<file path="config.mk">
export PLATFORM = sky130hd
export DESIGN_NAME = uart_ctrl_sequencer_flat
export DESIGN_NICKNAME = d
export VERILOG_FILES = /design/src/rtl/uart_ctrl_sequencer_if.sv /design/src/rtl/uart_ctrl_sequencer.sv /design/src/flat_wrapper.sv
export SDC_FILE = /design/constraint.sdc
export NUM_CORES = 1
export LEC_CHECK = 0
export CORE_ASPECT_RATIO = 0.8
export CORE_MARGIN = 2
export CORE_UTILIZATION = 50
export CTS_BUF_LIST = sky130_fd_sc_hd__clkbuf_4
export DETAILED_ROUTE_END_ITERATION = 8
export DONT_BUFFER_PORTS = 1
export MAX_ROUTING_LAYER = met4
export PLACE_DENSITY = 0.65
export SETUP_SLACK_MARGIN = 0.1
export SYNTH_ARGS = -nofsm -noshare
export SYNTH_HDL_FRONTEND = slang
export SYNTH_SLANG_ARGS = --single-unit
</file>
<file path="constraint.sdc">
create_clock -name clk -period 2.2 [get_ports clk]
set_clock_uncertainty 0.1 [all_clocks]
set_input_delay 0.44 -clock clk [delete_from_list [all_inputs] [get_ports clk]]
set_output_delay 0.44 -clock clk [all_outputs]
set_load 0.01 [all_outputs]
</file>
<file path="src/rtl/uart_ctrl_sequencer_if.sv">
// Receive-side byte bus from the UART receiver into the control sequencer.
// The receiver drives a one-cycle rx_ready strobe alongside the byte it qualifies.
interface uart_ctrl_sequencer_if;
    logic       rx_ready;
    logic [7:0] rx_byte;

    modport master (output rx_ready, output rx_byte);
    modport slave  (input  rx_ready, input  rx_byte);
endinterface

</file>
<file path="src/rtl/uart_ctrl_sequencer.sv">
// Parses framed UART commands (A5 CMD DATA CHK) into configuration registers,
// merges remote and local button pulses, and arbitrates NES-mode updates.
module uart_ctrl_sequencer #(
    parameter int         TIMEOUT_CYCLES = 1000000,
    parameter logic [4:0] DEFAULT_MULT   = 5'd1
) (
    input  logic                   clk,
    input  logic                   rst_n,
    uart_ctrl_sequencer_if.slave   rx,
    input  logic [7:0]             nes_in,
    input  logic                   use_nes_valid,
    input  logic                   use_nes_in,
    input  logic [7:0]             sw_in,
    output logic [7:0]             btn_out,
    output logic [4:0]             multiplier,
    output logic                   use_nes,
    output logic [7:0]             sw_out,
    output logic                   frame_ok,
    output logic                   frame_err,
    output logic [7:0]             err_count
);
    localparam int CW = $clog2(TIMEOUT_CYCLES + 1);
    localparam logic [CW-1:0] CNT_LAST = CW'(TIMEOUT_CYCLES - 1);
    localparam logic [7:0] SYNC = 8'hA5;

    typedef enum logic [1:0] {IDLE, GOT_SYNC, GOT_CMD, GOT_DATA} state_t;

    state_t        state_q, state_d;
    logic [CW-1:0] cnt_q, cnt_d;
    logic [7:0]    cmd_q, cmd_d;
    logic [7:0]    data_q, data_d;
    logic [4:0]    mult_q, mult_d;
    logic          use_nes_q, use_nes_d;
    logic [7:0]    ovr_q, ovr_d;
    logic          ovr_en_q, ovr_en_d;
    logic [7:0]    mask_q, mask_d;
    logic [7:0]    btn_q, btn_d;
    logic          ok_q, ok_d;
    logic          err_q, err_d;
    logic [7:0]    err_cnt_q, err_cnt_d;
    logic          legal;
    logic          chk_good;

    always_comb begin
        case (cmd_q)
            8'h01:                      legal = (data_q[7:5] == 3'd0);
            8'h02, 8'h03, 8'h04, 8'h05: legal = 1'b1;
            default:                    legal = 1'b0;
        endcase
        chk_good = (rx.rx_byte == (SYNC ^ cmd_q ^ data_q));
    end

    // A byte always cancels a pending timeout because the rx_ready branch is taken first.
    always_comb begin
        state_d   = state_q;
        cnt_d     = cnt_q;
        cmd_d     = cmd_q;
        data_d    = data_q;
        mult_d    = mult_q;
        use_nes_d = use_nes_valid ? use_nes_in : use_nes_q;
        ovr_d     = ovr_q;
        ovr_en_d  = ovr_en_q;
        mask_d    = 8'd0;
        btn_d     = nes_in | mask_q;
        ok_d      = 1'b0;
        err_d     = 1'b0;
        err_cnt_d = err_cnt_q;

        if (rx.rx_ready) begin
            cnt_d = '0;
            case (state_q)
                IDLE: begin
                    if (rx.rx_byte == SYNC) state_d = GOT_SYNC;
                end
                GOT_SYNC: begin
                    cmd_d   = rx.rx_byte;
                    state_d = GOT_CMD;
                end
                GOT_CMD: begin
                    data_d  = rx.rx_byte;
                    state_d = GOT_DATA;
                end
                default: begin
                    state_d = IDLE;
                    if (chk_good && legal) begin
                        ok_d = 1'b1;
                        case (cmd_q)
                            8'h01:   mult_d    = data_q[4:0];
                            8'h02:   use_nes_d = data_q[0];
                            8'h03:   mask_d    = data_q;
                            8'h04: begin
                                ovr_d    = data_q;
                                ovr_en_d = 1'b1;
                            end
                            default: ovr_en_d  = 1'b0;
                        endcase
                    end else begin
                        err_d = 1'b1;
                    end
                end
            endcase
        end else if (state_q != IDLE) begin
            if (cnt_q == CNT_LAST) begin
                state_d = IDLE;
                cnt_d   = '0;
                err_d   = 1'b1;
            end else begin
                cnt_d = cnt_q + 1'b1;
            end
        end else begin
            cnt_d = '0;
        end

        if (err_d && (err_cnt_q != 8'hFF)) err_cnt_d = err_cnt_q + 8'd1;
    end

    always_ff @(posedge clk or negedge rst_n) begin
        if (!rst_n) begin
            state_q   <= IDLE;
            cnt_q     <= '0;
            cmd_q     <= 8'd0;
            data_q    <= 8'd0;
            mult_q    <= DEFAULT_MULT;
            use_nes_q <= 1'b0;
            ovr_q     <= 8'd0;
            ovr_en_q  <= 1'b0;
            mask_q    <= 8'd0;
            btn_q     <= 8'd0;
            ok_q      <= 1'b0;
            err_q     <= 1'b0;
            err_cnt_q <= 8'd0;
        end else begin
            state_q   <= state_d;
            cnt_q     <= cnt_d;
            cmd_q     <= cmd_d;
            data_q    <= data_d;
            mult_q    <= mult_d;
            use_nes_q <= use_nes_d;
            ovr_q     <= ovr_d;
            ovr_en_q  <= ovr_en_d;
            mask_q    <= mask_d;
            btn_q     <= btn_d;
            ok_q      <= ok_d;
            err_q     <= err_d;
            err_cnt_q <= err_cnt_d;
        end
    end

    assign btn_out    = btn_q;
    assign multiplier = mult_q;
    assign use_nes    = use_nes_q;
    assign sw_out     = ovr_en_q ? ovr_q : sw_in;
    assign frame_ok   = ok_q;
    assign frame_err  = err_q;
    assign err_count  = err_cnt_q;
endmodule

</file>
<file path="src/flat_wrapper.sv">
// flat-port wrapper written by rule: the top's interface ports become plain ports
module uart_ctrl_sequencer_flat 
#(
    parameter int         TIMEOUT_CYCLES = 1000000,
    parameter logic [4:0] DEFAULT_MULT   = 5'd1
)
  (clk, rst_n, nes_in, use_nes_valid, use_nes_in, sw_in, btn_out, multiplier, use_nes, sw_out, frame_ok, frame_err, err_count, rx_rx_ready, rx_rx_byte);
  uart_ctrl_sequencer_if rx_i ();
  input  logic clk;
  input  logic rst_n;
  input  logic [7:0] nes_in;
  input  logic use_nes_valid;
  input  logic use_nes_in;
  input  logic [7:0] sw_in;
  output logic [7:0] btn_out;
  output logic [4:0] multiplier;
  output logic use_nes;
  output logic [7:0] sw_out;
  output logic frame_ok;
  output logic frame_err;
  output logic [7:0] err_count;
  input wire logic [$bits(rx_i.rx_ready)-1:0] rx_rx_ready;
  input wire logic [$bits(rx_i.rx_byte)-1:0] rx_rx_byte;
  assign rx_i.rx_ready = rx_rx_ready;
  assign rx_i.rx_byte = rx_rx_byte;
  uart_ctrl_sequencer #(.TIMEOUT_CYCLES(TIMEOUT_CYCLES), .DEFAULT_MULT(DEFAULT_MULT)) u_core (.clk(clk), .rst_n(rst_n), .rx(rx_i), .nes_in(nes_in), .use_nes_valid(use_nes_valid), .use_nes_in(use_nes_in), .sw_in(sw_in), .btn_out(btn_out), .multiplier(multiplier), .use_nes(use_nes), .sw_out(sw_out), .frame_ok(frame_ok), .frame_err(frame_err), .err_count(err_count));
endmodule
</file>
==> run_results.csv <==
group,metric,value,unit
final_layout,antenna_cells,0,
synthesis,ys_seq_elements,79,
place,io_buffers,0,
synthesis,seq_area_frac_synth,52.6,%
timing,maxSlewViolCount,0,
final_layout,design_area,4620,um^2
clock_network,clk_pin_slew_worst_paths,0.14,ns
clock_network,h-tree-depth,3,
outcome,violations,"hold timing, setup timing",
timing,hold_ws,-0.418,ns
clock_network,cts_buffers,9,
clock_network,clk_latency,0.42,ns
worst_setup_path,worstPathRequired,2.43,ns
power_and_ir_drop,clockPowerShare,22.2,%
worst_setup_path,reg2reg_slack,-0.19,ns
final_layout,final_cell_mix,"dfrtp_1 (77), buf_4 (42), nor2_1 (31), mux2_2 (25), nand2_1 (18)",
power_and_ir_drop,pwr-share-comb,36.1,%
power_and_ir_drop,p_seq_share,41.7,%
timing,finalHoldViolCount,79,
global_route,grt_max_degree,80,
floorplan,start_util,51.1,%
synthesis,synth_nets,329,
clock_network,cts_sinks,79,
timing,rsz0062_at_grt,"yes",
global_route,track_usage,20.0,%
floorplan,num_io_pins,61,
job,drv_cap,0,
outcome,status,"finished with violations",
synthesis,synth-edff-count,0,
detailed_routing,antenna_left,0,
timing,period_share,109,%
global_route,overflow,0,
power_and_ir_drop,powerDensity,989,nW/um^2
final_layout,syn_to_final_growth,22.9,%
timing,finalSetupViolCount,29,
final_layout,final_core_util,62.8,%
place,gp_congestion,0.774,
worst_setup_path,path_class,"flip-flop to flip-flop",
place,place_area,4200,um^2
detailed_routing,drc,0,
timing,slew_headroom,58.6,%
detailed_routing,viasPerCell,5.28,
power_and_ir_drop,p_int,3.11,mW
worst_setup_path,ff2ff_path_depth,6,
floorplan,die_height,81.6,um
detailed_routing,first_iter_violations,66,
global_route,grt_first_pass_wirelength,12.1,mm
final_layout,mostFrequentLayoutCell,"dfrtp_1",
timing,fin_crit,2.39,ns
detailed_routing,drtPass1Iterations,4,
synthesis,syn_area,3760,um^2
detailed_routing,drt_wl_total,7.47,mm
clock_network,cts_buffer_depth,2,
power_and_ir_drop,p_leak,2.12,nW
detailed_routing,routedWlPerCell,16.5,um
hold_path,hp-class,"primary input to async pin",
place,dp_hpwl,5.10,mm
timing,final.setup.worst_slack,-0.193,ns
power_and_ir_drop,switching_share,31.9,%
power_and_ir_drop,p_switching,1.46,mW
synthesis,ys_types,47,
floorplan,die_w,101,um
timing,fmax,418,MHz
worst_setup_path,cp_max_fo,5,
worst_setup_path,cp-end-kind,"flip-flop",
floorplan,rows,28,
power_and_ir_drop,vdd_drop_max,0.731,mV
floorplan,fp.coreArea,7360,um^2
timing,tightest_slew,0.620,ns
synthesis,yosys_warnings,0,
synthesis,syn_inst,294,
synthesis,avgSynthCellArea,12.8,um^2
synthesis,synthArstFlopShare,100,%
global_route,antenna_found_initial,0,
worst_setup_path,cp.arrival,2.62,ns
floorplan,die_area,8240,um^2
final_layout,layout.nets,393,
synthesis,ys.flop_type,"dfrtp_1",
detailed_routing,num_vias,2394,
global_route,grt_pass1_vias,2383,
clock_network,cts_root_buf,"clkbuf_4",
final_layout,drive_gt1_share,41.9,%
worst_setup_path,cp-start-kind,"flip-flop",
clock_network,tritoncts,"done",
## cells in the mapped netlist, types with 2 or more instances
cell       n  share of area (%)
mux2_2    31                9.3
nor4_1     4               0.67
nor4b_1    2               0.47
nand3_1    9                1.2
nor2_1    33                3.3
nand4_1    5               0.83
and3_1     2               0.33
xnor3_2    2                1.3
xor3_2     3                2.0
o21ai_0    2               0.27
nor3_1     4               0.53
and2_2     2               0.40
clkbuf_1   3               0.30
and4_1     3               0.70
nand2_1   19                1.9
dfrtp_1   78                 52
xnor3_1    2                1.2
xor2_1    16                3.7
xnor2_1    9                2.1
inv_1      7               0.70
nor4_4     2                1.1
nor2_2     2               0.33
ha_1       6                2.0
mux2_4     9                3.6
or2_2     10                1.7
and2_1     8                1.3
## sequential cells by signal, summed over array words and instances, names as in the netlist
signal             count
u_core.err_count       8
u_core.cmd_q           8
u_core.ovr_q           8
u_core.multiplier      5
u_core.use_nes         1
u_core.frame_ok        1
u_core.state_q         2
u_core.frame_err       1
u_core.data_q          8
u_core.btn_out         8
u_core.ovr_en_q        1
u_core.mask_q          8
u_core.cnt_q          20
## logic make-up after synthesis
kind of cell | count (synthesis) | synth area share [%]
AO/OA/AOI/OAI | 7 | 1.76
XOR/XNOR | 33 | 10.9
adder cells (fa/ha/maj) | 6 | 2.00
buffers and inverters | 12 | 1.83
flip-flops | 79 | 52.6
multiplexers | 40 | 12.9
AND/OR/NAND/NOR | 117 | 18.0
## layout make-up
cell class / count / area, um^2
Inverter: 7 / 26.3
Sequential cell: 79 / 1980
Fill cell: 560 / 2740
Clock buffer: 9 / 67.6
Multi-Input combinational cell: 204 / 1860
Timing Repair Buffer: 57 / 473
Tap cell: 90 / 113
Clock inverter: 7 / 105
## worst paths after layout
path                                  start                   end
max                        u_core.data_q[6]       u_core.ovr_q[5]
min in group clk              rx_rx_byte[3]      u_core.data_q[3]
min                                   rst_n     u_core.btn_out[2]
min reg2reg                u_core.mask_q[5]     u_core.btn_out[5]
max in group asynchronous             rst_n  u_core.multiplier[0]
max reg2reg                u_core.data_q[6]       u_core.ovr_q[5]
## power groups by stage
stage | clock (mW) | combinational, mW | sequential, mW
2_1_floorplan | 0 | 0.992 | 1.96
3_3_place_gp | 0 | 1.50 | 1.92
3_5_place_dp | 0 | 1.53 | 1.94
4_1_cts | 1.05 | 1.60 | 1.90
5_1_grt | 1.12 | 1.78 | 1.94
6_report | 1.01 | 1.65 | 1.91
## routing by layer
layer | GRT usage, % | wire (um)
met1 | 27.6 | 3550
met2 | 28.4 | 3330
met3 | 7.15 | 518
met4 | 4.73 | 70
met5 | - | 0
## metrics by stage
step	setup TNS [ns]	cells	total power, mW	setup slack, ns
CTS	-3.85	450	4.55	-0.172
finish	-3.29	453	4.57	-0.193
global placement	-2.59	423	3.43	-0.164
floorplan	-1.08	294	2.95	-0.0940
detailed placement	-3.59	423	3.47	-0.213
global route	-5.92	453	4.84	-0.274
## worst max-delay path: stages (launching register included)
cell and delay, ns:
dfrtp_1 0.43, xor3_2 0.41, nor4_4 0.38, nand4_4 0.21, nor2_4 0.16, and4_4 0.30, mux2_4 0.31
## repair_timing
item                                   in CTS  in global routing
setup buffers                               3                  2
hold buffers                                7                  2
endpoints found under the hold margin      86                 81
pin swaps                                  17                 17
gates resized for setup                    13                 16
cloned                                      1                  0
setup endpoints to repair                  31                 35
Power figures use the tool's default switching activity.
